===== src/rtl/load_store_unit.sv =====
// Load/store unit: one request at a time against a word-wide data memory.
// Byte and half stores use read-modify-write; loads are sign- or zero-extended.
module load_store_unit #(
    parameter logic [31:0] DATA_BASE = 32'h02000000,
    parameter int          MEM_SIZE  = 64
) (
    input  logic        clk,
    input  logic        rst_n,
    input  logic        req_valid,
    output logic        req_ready,
    input  logic        req_we,
    input  logic [1:0]  req_size,
    input  logic        req_unsigned,
    input  logic [31:0] req_addr,
    input  logic [31:0] req_wdata,
    output logic        resp_valid,
    output logic [31:0] resp_rdata,
    output logic        resp_err,
    output logic        mem_wr_en,
    output logic [31:0] mem_addr,
    output logic [31:0] mem_wr_data,
    input  logic [31:0] mem_rd_data
);

    typedef enum logic [2:0] {IDLE, LOAD, RMW_RD, WRITE, RESP} state_t;

    // 33-bit bound so a window ending at the top of the address space cannot wrap
    localparam logic [32:0] RANGE_END = {1'b0, DATA_BASE} + 33'(4 * MEM_SIZE);

    state_t      state;
    state_t      state_next;
    logic [31:0] addr_q;
    logic [31:0] wdata_q;
    logic [31:0] rdata_q;
    logic [1:0]  size_q;
    logic        unsigned_q;
    logic        err_q;

    logic        accept;
    logic        req_err;
    logic        misaligned;
    logic        in_range;
    logic [7:0]  byte_lane;
    logic [15:0] half_lane;
    logic [31:0] load_data;
    logic [31:0] merged;

    assign accept = req_valid && (state == IDLE);

    always_comb begin
        misaligned = 1'b0;
        case (req_size)
            2'b00:   misaligned = 1'b0;
            2'b01:   misaligned = req_addr[0];
            2'b10:   misaligned = (req_addr[1:0] != 2'b00);
            default: misaligned = 1'b1;
        endcase
        in_range = ({1'b0, req_addr} >= {1'b0, DATA_BASE}) && ({1'b0, req_addr} < RANGE_END);
        req_err  = misaligned || !in_range;
    end

    always_comb begin
        byte_lane = mem_rd_data[{addr_q[1:0], 3'b000} +: 8];
        half_lane = addr_q[1] ? mem_rd_data[31:16] : mem_rd_data[15:0];
        load_data = mem_rd_data;
        case (size_q)
            2'b00:   load_data = {{24{~unsigned_q & byte_lane[7]}}, byte_lane};
            2'b01:   load_data = {{16{~unsigned_q & half_lane[15]}}, half_lane};
            default: load_data = mem_rd_data;
        endcase
        // Untouched lanes come straight from the word just read
        merged = mem_rd_data;
        if (size_q == 2'b00) begin
            merged[{addr_q[1:0], 3'b000} +: 8] = wdata_q[7:0];
        end else begin
            merged[{addr_q[1], 4'b0000} +: 16] = wdata_q[15:0];
        end
    end

    always_ff @(posedge clk or negedge rst_n) begin
        if (!rst_n) begin
            state      <= IDLE;
            addr_q     <= '0;
            wdata_q    <= '0;
            rdata_q    <= '0;
            size_q     <= '0;
            unsigned_q <= 1'b0;
            err_q      <= 1'b0;
        end else begin
            state <= state_next;
            if (accept) begin
                addr_q     <= req_addr;
                wdata_q    <= req_wdata;
                rdata_q    <= '0;
                size_q     <= req_size;
                unsigned_q <= req_unsigned;
                err_q      <= req_err;
            end else if (state == LOAD) begin
                rdata_q <= load_data;
            end else if (state == RMW_RD) begin
                wdata_q <= merged;
            end
        end
    end

    always_comb begin
        state_next  = state;
        req_ready   = (state == IDLE);
        resp_valid  = (state == RESP);
        resp_rdata  = '0;
        resp_err    = 1'b0;
        mem_wr_en   = 1'b0;
        mem_addr    = '0;
        mem_wr_data = '0;
        case (state)
            IDLE: begin
                if (accept) begin
                    if (req_err)                state_next = RESP;
                    else if (!req_we)           state_next = LOAD;
                    else if (req_size == 2'b10) state_next = WRITE;
                    else                        state_next = RMW_RD;
                end
            end
            LOAD: begin
                mem_addr   = {addr_q[31:2], 2'b00};
                state_next = RESP;
            end
            RMW_RD: begin
                mem_addr   = {addr_q[31:2], 2'b00};
                state_next = WRITE;
            end
            WRITE: begin
                mem_wr_en   = 1'b1;
                mem_addr    = {addr_q[31:2], 2'b00};
                mem_wr_data = wdata_q;
                state_next  = RESP;
            end
            RESP: begin
                resp_rdata = rdata_q;
                resp_err   = err_q;
                state_next = IDLE;
            end
            default: state_next = IDLE;
        endcase
    end

endmodule


===== config.mk =====
export PLATFORM = sky130hd
export DESIGN_NAME = load_store_unit
export DESIGN_NICKNAME = d
export VERILOG_FILES = /design/src/rtl/load_store_unit.sv
export SDC_FILE = /design/constraint.sdc
export NUM_CORES = 1
export LEC_CHECK = 0
export CAP_MARGIN = 20
export CORE_MARGIN = 3
export CORE_UTILIZATION = 45
export CTS_BUF_LIST = sky130_fd_sc_hd__clkbuf_2 sky130_fd_sc_hd__clkbuf_4 sky130_fd_sc_hd__clkbuf_8
export DETAILED_ROUTE_END_ITERATION = 12
export GPL_ROUTABILITY_DRIVEN = 1
export GPL_TIMING_DRIVEN = 1
export PLACE_DENSITY_LB_ADDON = 0.3
export SLEW_MARGIN = 10
export SYNTH_ARGS = -nofsm -noshare
export SYNTH_HDL_FRONTEND = slang
export SYNTH_SLANG_ARGS = --single-unit

===== constraint.sdc =====
create_clock -name clk -period 4.9 [get_ports clk]
set_input_delay 0.98 -clock clk [delete_from_list [all_inputs] [get_ports clk]]
set_output_delay 0.98 -clock clk [all_outputs]
set_load 0.03 [all_outputs]

==> results.md <==
| Metric | This run |
|---|---|
| Outcome | complete, no violations |
| Number of filler instances in the final layout | 1091 |
| CTS buffer count | 9 |
| Dominant cell by count in the synthesized netlist | sky130_fd_sc_hd__nand2_1 |
| Layout cell share with drive strength beyond 1 | 8.40% |
| Number of setup buffers added after CTS | 0 |
| Wire length per cell after detailed routing | 19.8 um |
| Final core utilization | 64.9% |
| Gate count of the mapped netlist | 644 |
| Area overhead of the layout relative to synthesis | 40.0% |
| Vias in the first global route | 5758 |
| Largest delay share family, worst path | buffers and inverters |
| List of cells traversed by the critical path | inv_1 -> nor3b_2 -> buf_4 -> and2_1 -> clkdlybuf4s50_1 |
| Placed Instance Area | 7990 um2 |
| Count of standard-cell rows | 41 |
| WP buf/inv | 3 |
| Total number of yosys warnings | 0 |
| Clock root cell | sky130_fd_sc_hd__clkbuf_8 |
| Total power per unit cell area | 265 nW/um2 |
| Number of search-and-repair iterations in the first detailed-routing pass | 6 |
| Worst stage delay on the critical path | 0.67 ns |
| Total die area | 14500 um2 |
| Average cell area after synthesis | 9.15 um2 |
| Setup TNS Final | 0 ns |
| Number of enable-type register cells in the synthesized netlist | 0 |
| Max stage delay cell, worst path | sky130_fd_sc_hd__clkdlybuf4s50_1 |
| Initial antenna violation count | 0 |
| I/O pin total | 203 |
| Worst min-delay path class | reg -> reg |
| Cts-stage hold buffer count | 0 |
| RSZ-0062 raised after global routing | no |
| Netlist Area Pre-Place | 5900 um2 |
| Worst-case clock skew | 0.0167 ns |
| Post-Layout Cell Count | 993 |
| Global router's overall resource usage | 26.7% |
| Most frequent cells after synthesis | sky130_fd_sc_hd__nand2_1, sky130_fd_sc_hd__dfrtp_1, sky130_fd_sc_hd__and2_1 |
| Wire length of the first global-routing pass | 30800 um |
| Antenna cells | 0 |
| Number of nets in the layout | 924 |
| Main flop type after synthesis | sky130_fd_sc_hd__dfrtp_1 |
| Count of cells resized by post-cts repair | 0 |
| Simple-gate portion of the synthesized area | 24.0% |
| Final design area excluding fillers | 8250 um2 |
| Final estimated routing congestion in global placement | 0.936 |
| Routed WL | 19700 um |
| Portion of the post-synthesis area used by sequential elements | 43.7% |
| Maximum level of the CTS H-tree | 3 |
| Synthesized flop and latch total | 103 |
| Peak supply drop | 0.160 mV |
| Final hold violation count | 0 |
| Clock tree buffer depth | 2 |
| Die extent in y | 120 um |
| Leading cell types by total area after synthesis | sky130_fd_sc_hd__dfrtp_1, sky130_fd_sc_hd__nand2_1, sky130_fd_sc_hd__and2_1 |
| Placeable core area | 12700 um2 |
| Pin count of the biggest net entering global routing | 75 |
| Fin crit period | 3.85 ns |
| Input/output buffers | 200 |
| Crit share post-route | 78.6% |
| DRT iter0 DRCs | 653 |
| Post-detailed-route count of antenna-violating nets | 0 |
| Placed Cells | 976 |
| Routed via count | 5787 |
| Num Clock Sinks | 103 |
| Multiplexer fraction of the synthesized cell area | 6.47% |
| LEAKAGE | 3.59 nW |
| Starting density of the core | 46.3% |
| Pin slew with the least headroom to its limit | 1.04 ns |
| Max-slew violations | 0 |
| Skew-Pair Late Insertion Delay | 0.37 ns |
| Via-to-Cell Ratio | 5.83 |
| Kind of capture point of the worst setup path | output port |
| Largest family of logic cells by synthesized area | simple AND/OR/NAND/NOR gates |
| Share of flip-flops with an asynchronous set or reset | 100% |
| Final setup fails | 0 |
| Portion of synthesized cell area occupied by the leading cell type | 43.7% |
| Complex-gate fraction of the synthesized area | 20.3% |
| Congestion Overflow GR | 0 |
| Max Fanout on Critical Path | 21 |
| Kind of launch point of the worst setup path | flip-flop |
| Synth Area in Adders | 1.06% |
| Slew margin rel. | 30.6% |
| Number of library cell types mapped by synthesis | 54 |
| FMAX | 260 MHz |
| Library cell occupying the most area in the post-synthesis netlist | sky130_fd_sc_hd__dfrtp_1 |
| Die width | 120 um |
| Data required time at the worst endpoint | 3.92 ns |
| Worst setup path class | reg -> out |
| Reg clk slew, reported paths | 0.11 ns |
| HPWL after DPL | 14600 um |
| DRC violations left | 0 |
| TritonCTS clock tree | yes |
| Critical path data arrival time | 2.87 ns |
| Xor-xnor portion of the synthesized cell area | 0% |
| Maxcap violations | 0 |
[metrics by stage]
| step | power, mW | setup WS, ns | hold slack [ns] |
|---|---|---|---|
| floorplan | 1.30 | 2.14 | 0.437 |
| global placement | 1.51 | 1.64 | 0.451 |
| detailed placement | 1.53 | 1.47 | 0.454 |
| CTS | 2.18 | 1.05 | 0.476 |
| global route | 2.28 | 0.845 | 0.501 |
| finish | 2.18 | 1.05 | 0.475 |
[logic make-up after synthesis]
group,count (synthesis)
fa+ha+maj,5
simple gates,274
compound gates,167
other cells,1
mux,36
buf+inv,58
flops,103
[area by class of cell]
| cell class | instances | area [um2] | area share [%] |
|---|---|---|---|
| repair buffers | 211 | 2090 | 25.4 |
| multi-input cells | 484 | 3090 | 37.5 |
| clock inverters | 6 | 115 | 1.39 |
| well taps | 172 | 215 | 2.61 |
| flip-flops and latches | 103 | 2580 | 31.2 |
| inverters | 7 | 26.3 | 0.318 |
| clock buffers | 10 | 131 | 1.59 |
[power by group]
part / switching, mW / total (mW) / internal (mW) / leakage (nW)
Sequential: 0.0917 / 1.03 / 0.937 / 1.32
Clock: 0.306 / 0.655 / 0.349 / 0.121
Combinational: 0.267 / 0.500 / 0.233 / 2.15
Total: 0.665 / 2.18 / 1.52 / 3.59
[metal layers]
layer	global-route usage (%)	share of wire [%]	up-vias
met5	0	0	-
met1	37.1	43	2829
met3	6.22	8.3	28
li1	-	-	2642
met2	42.5	47	288
met4	6.59	1.8	0
[registers in the layout, summed over array words and instances, names as in the netlist]
signal	cells
state	3
rdata_q	32
addr_q	32
unsigned_q	1
err_q	1
size_q	2
wdata_q	32
[worst paths after layout]
check,from,to,slack (ns),cells past startpoint
min in group asynchronous,rst_n,addr_q[5],0.75,1
max,state[0],mem_wr_data[8],1.05,5
max in group asynchronous,rst_n,addr_q[4],3.21,2
min reg2reg,addr_q[9],addr_q[9],0.48,2
max reg2reg,addr_q[1],wdata_q[24],1.77,7
min,addr_q[9],addr_q[9],0.48,2
[cells in the final DEF, fill, tap and decap left out, drive strengths merged, types with 12 or more instances in the layout]
cell / instances
clkdlybuf4s50: 199
nand2: 126
dfrtp: 103
and2: 64
and3: 34
a21oi: 32
o21ai: 31
mux2i: 19
o211ai: 17
mux2: 17
a221o: 16
o22ai: 16
a22oi: 15
buf: 12
[worst reg2reg max path: cells and delay by family, from the launching register on]
kind            cells  cell delay, ns
simple gates        1            0.73
fa+ha+maj           1            0.48
compound gates      2            0.32
mux                 1            0.33
buf+inv             2            0.86
flops               1            0.34
No activity file was read; power rests on OpenSTA's default activity.
==> edit, RTL diff (config.mk and constraints unchanged) <==
The 5 states of `state_t` get a one-hot encoding in 5 bits.
--- a/src/rtl/load_store_unit.sv
+++ b/src/rtl/load_store_unit.sv
@@ -23,5 +23,5 @@
 );
 
-    typedef enum logic [2:0] {IDLE, LOAD, RMW_RD, WRITE, RESP} state_t;
+    typedef enum logic [4:0] {IDLE = 5'b00001, LOAD = 5'b00010, RMW_RD = 5'b00100, WRITE = 5'b01000, RESP = 5'b10000} state_t;
 
     // 33-bit bound so a window ending at the top of the address space cannot wrap
Behaviour: same outputs for any inputs over 10 cycles, from zero or initial values and one cycle with rst_n low; not proved beyond that.
==> edit against the original RTL <==
  * Via count is 0.47% lower
  * Synthesized area is 1.9% higher
  * Register-to-register slack better by 110 ps
  * Wire length is 1.5% higher
  * Sequential cell count is 2 higher
  * Die area is 1.8% higher
  * Cell area is 0.71% higher
  * Setup slack worse by 630 ps
  * Core utilization is 0.060 points lower
  * Sequential share of layout area is 0.40 points higher
Power is not compared: it rests on default switching activity, and its combinational part moved more than twofold at a synthesized area within 25%.
==> edit: results (changes against the original RTL) <==
Worst setup path:
- The launch point of the worst path is state[3]$_DFFE_PN0P_.
- The arrival time reported for the critical path endpoint is 3510 ps (+640 ps).
- The peak per-stage delay on the critical path is 720 ps (+50 ps).
- The reg2reg setup slack is 1880 ps (+110 ps).
- Among all stages on the critical path, the largest delay is contributed by dfrtp_1.
- The worst reg2reg path depth is 4 (-3).
- The largest fanout of any net on the critical path is 36 (+71%).
- The kind of cell adding the most delay to the critical path is simple AND/OR/NAND/NOR gates.

STA:
- The setup clock skew after layout was 13.30 ps (-3.379 ps).
- The transition at the pin with the smallest max-transition slack was 1077 ps (+37.96 ps).
- The hold slack came to 484.9 ps (+9.875 ps).

Synth:
- The distinct cell type count after synthesis is 55 (+1.9%).
- The proportion of synthesized chip area in sequential cells is 43.75% (about the same).
- In the synthesized netlist, the cells that appear most often are nand2_1, dfrtp_1, and2_1.
- The share of Yosys cell area claimed by the top area cell type came to 43.32% (-0.40 points).
- Sorting the synthesized cells by area gives the leading types as dfrtp_1, nand2_1, and2_1.

Clock network:
- The tree is rooted in a clkbuf_8.
- The maximum level of the CTS H-tree is 3 (unchanged).

Placed design:
- The estimated wirelength of the detail-placed design is 14800 µm (+1.5%).
- The global placer's final weighted congestion is 0.9530 (+1.8%).

Layout:
- The count of fill cells added during filler insertion came to 1074 (-1.6%).
- The post-layout net count is 925 (+0.11%).
- The share of post-route cells with drive strength above 1 is 9.367% (+0.96 points).

GRT:
- The global-route wire length before repair is 31270 µm (+1.4%).
- The largest net degree at the start of global routing came to 68 (-9.3%).
- The number of global-route vias before repair was 5651 (-1.9%).
- The global routing usage summed across all routing layers is 27.08% (+0.37 points).
- The initial antenna violation count is 1 (+1).

Routing:
- The average vias per placed instance is 5.795 (-0.57%).
- The number of DRC violations after detailed-routing iteration 0 is 531 (-19%).
- The count of TritonRoute iterations in the first routing pass is 8 (+2).
- The detailed-route wire length came to 19970 µm (+1.5%).

Worst hold path:
- The worst hold path terminates at addr_q[18]$_DFFE_PN0P_.
- The startpoint identified for the worst hold timing path is addr_q[18]$_DFFE_PN0P_.

Power and ir drop:
- The largest voltage drop on the vdd net is 228.5 µV.

Outcome:
- The flow ran to the end, and the final reports show no timing, DRC or antenna violations.
[edit: cell types whose count changed in the layout (fill, tap and decap cells not counted), moves of 14 or more]
cell and change:
nor2_1 +16, o211ai_1 -15, o2bb2ai_1 +14, o22ai_1 -15, a22oi_1 -15, a221o_1 -16
a221o_2 +16, a221oi_1 +18
[edit: layer usage]
metal  vias to the layer above  share of wire (%)  track usage [%]
met1                      2793                 43            37.14
met5                         -              0.065                0
li1                       2650                  -                -
met4                         2                2.9            9.944
met2                       273                 47            42.90
met3                        42                7.3            5.246
[edit: worst max-delay path by stage]
stage,end,cells past startpoint
after floorplan,resp_rdata[22],4
after global placement,mem_addr[2],5
after detailed placement,mem_addr[15],5
after CTS,mem_addr[29],5
after global routing,mem_addr[6],5
final,mem_addr[6],5
[edit: power by group]
group	internal [mW]	switching, mW	leakage [nW]
Clock	0.286	0.302	0.113
Combinational	0.560	0.814	2.22
Sequential	1.14	0.255	1.33
Total	1.98	1.37	3.67
[edit: stage by stage]
stage	std cells	util [%]	instance area (µm²)	setup WS [ps]
finish	994	64.80	8310	414.1
global route	994	64.80	8310	219.6
CTS	993	64.64	8290	426.1
detailed placement	977	62.93	8070	844.4
global placement	977	62.93	8070	1036
floorplan	649	-	6012	1864
[edit: area by class of cell]
class | instances | area [µm²] | area share (%)
flip-flops and latches | 105 | 2629 | 31.63
well taps | 172 | 215.2 | 2.590
repair buffers | 210 | 2087 | 25.11
inverters | 7 | 26.28 | 0.3162
clock inverters | 3 | 47.55 | 0.5721
clock buffers | 13 | 172.7 | 2.078
multi-input cells | 484 | 3133 | 37.70
[edit: cell families after synthesis]
family          share of synthesized area [%]
compound gates                          20.91
flops                                   43.75
mux                                     5.852
fa+ha+maj                               1.041
other cells                           0.06241
simple gates                            23.93
buf+inv                                 4.457
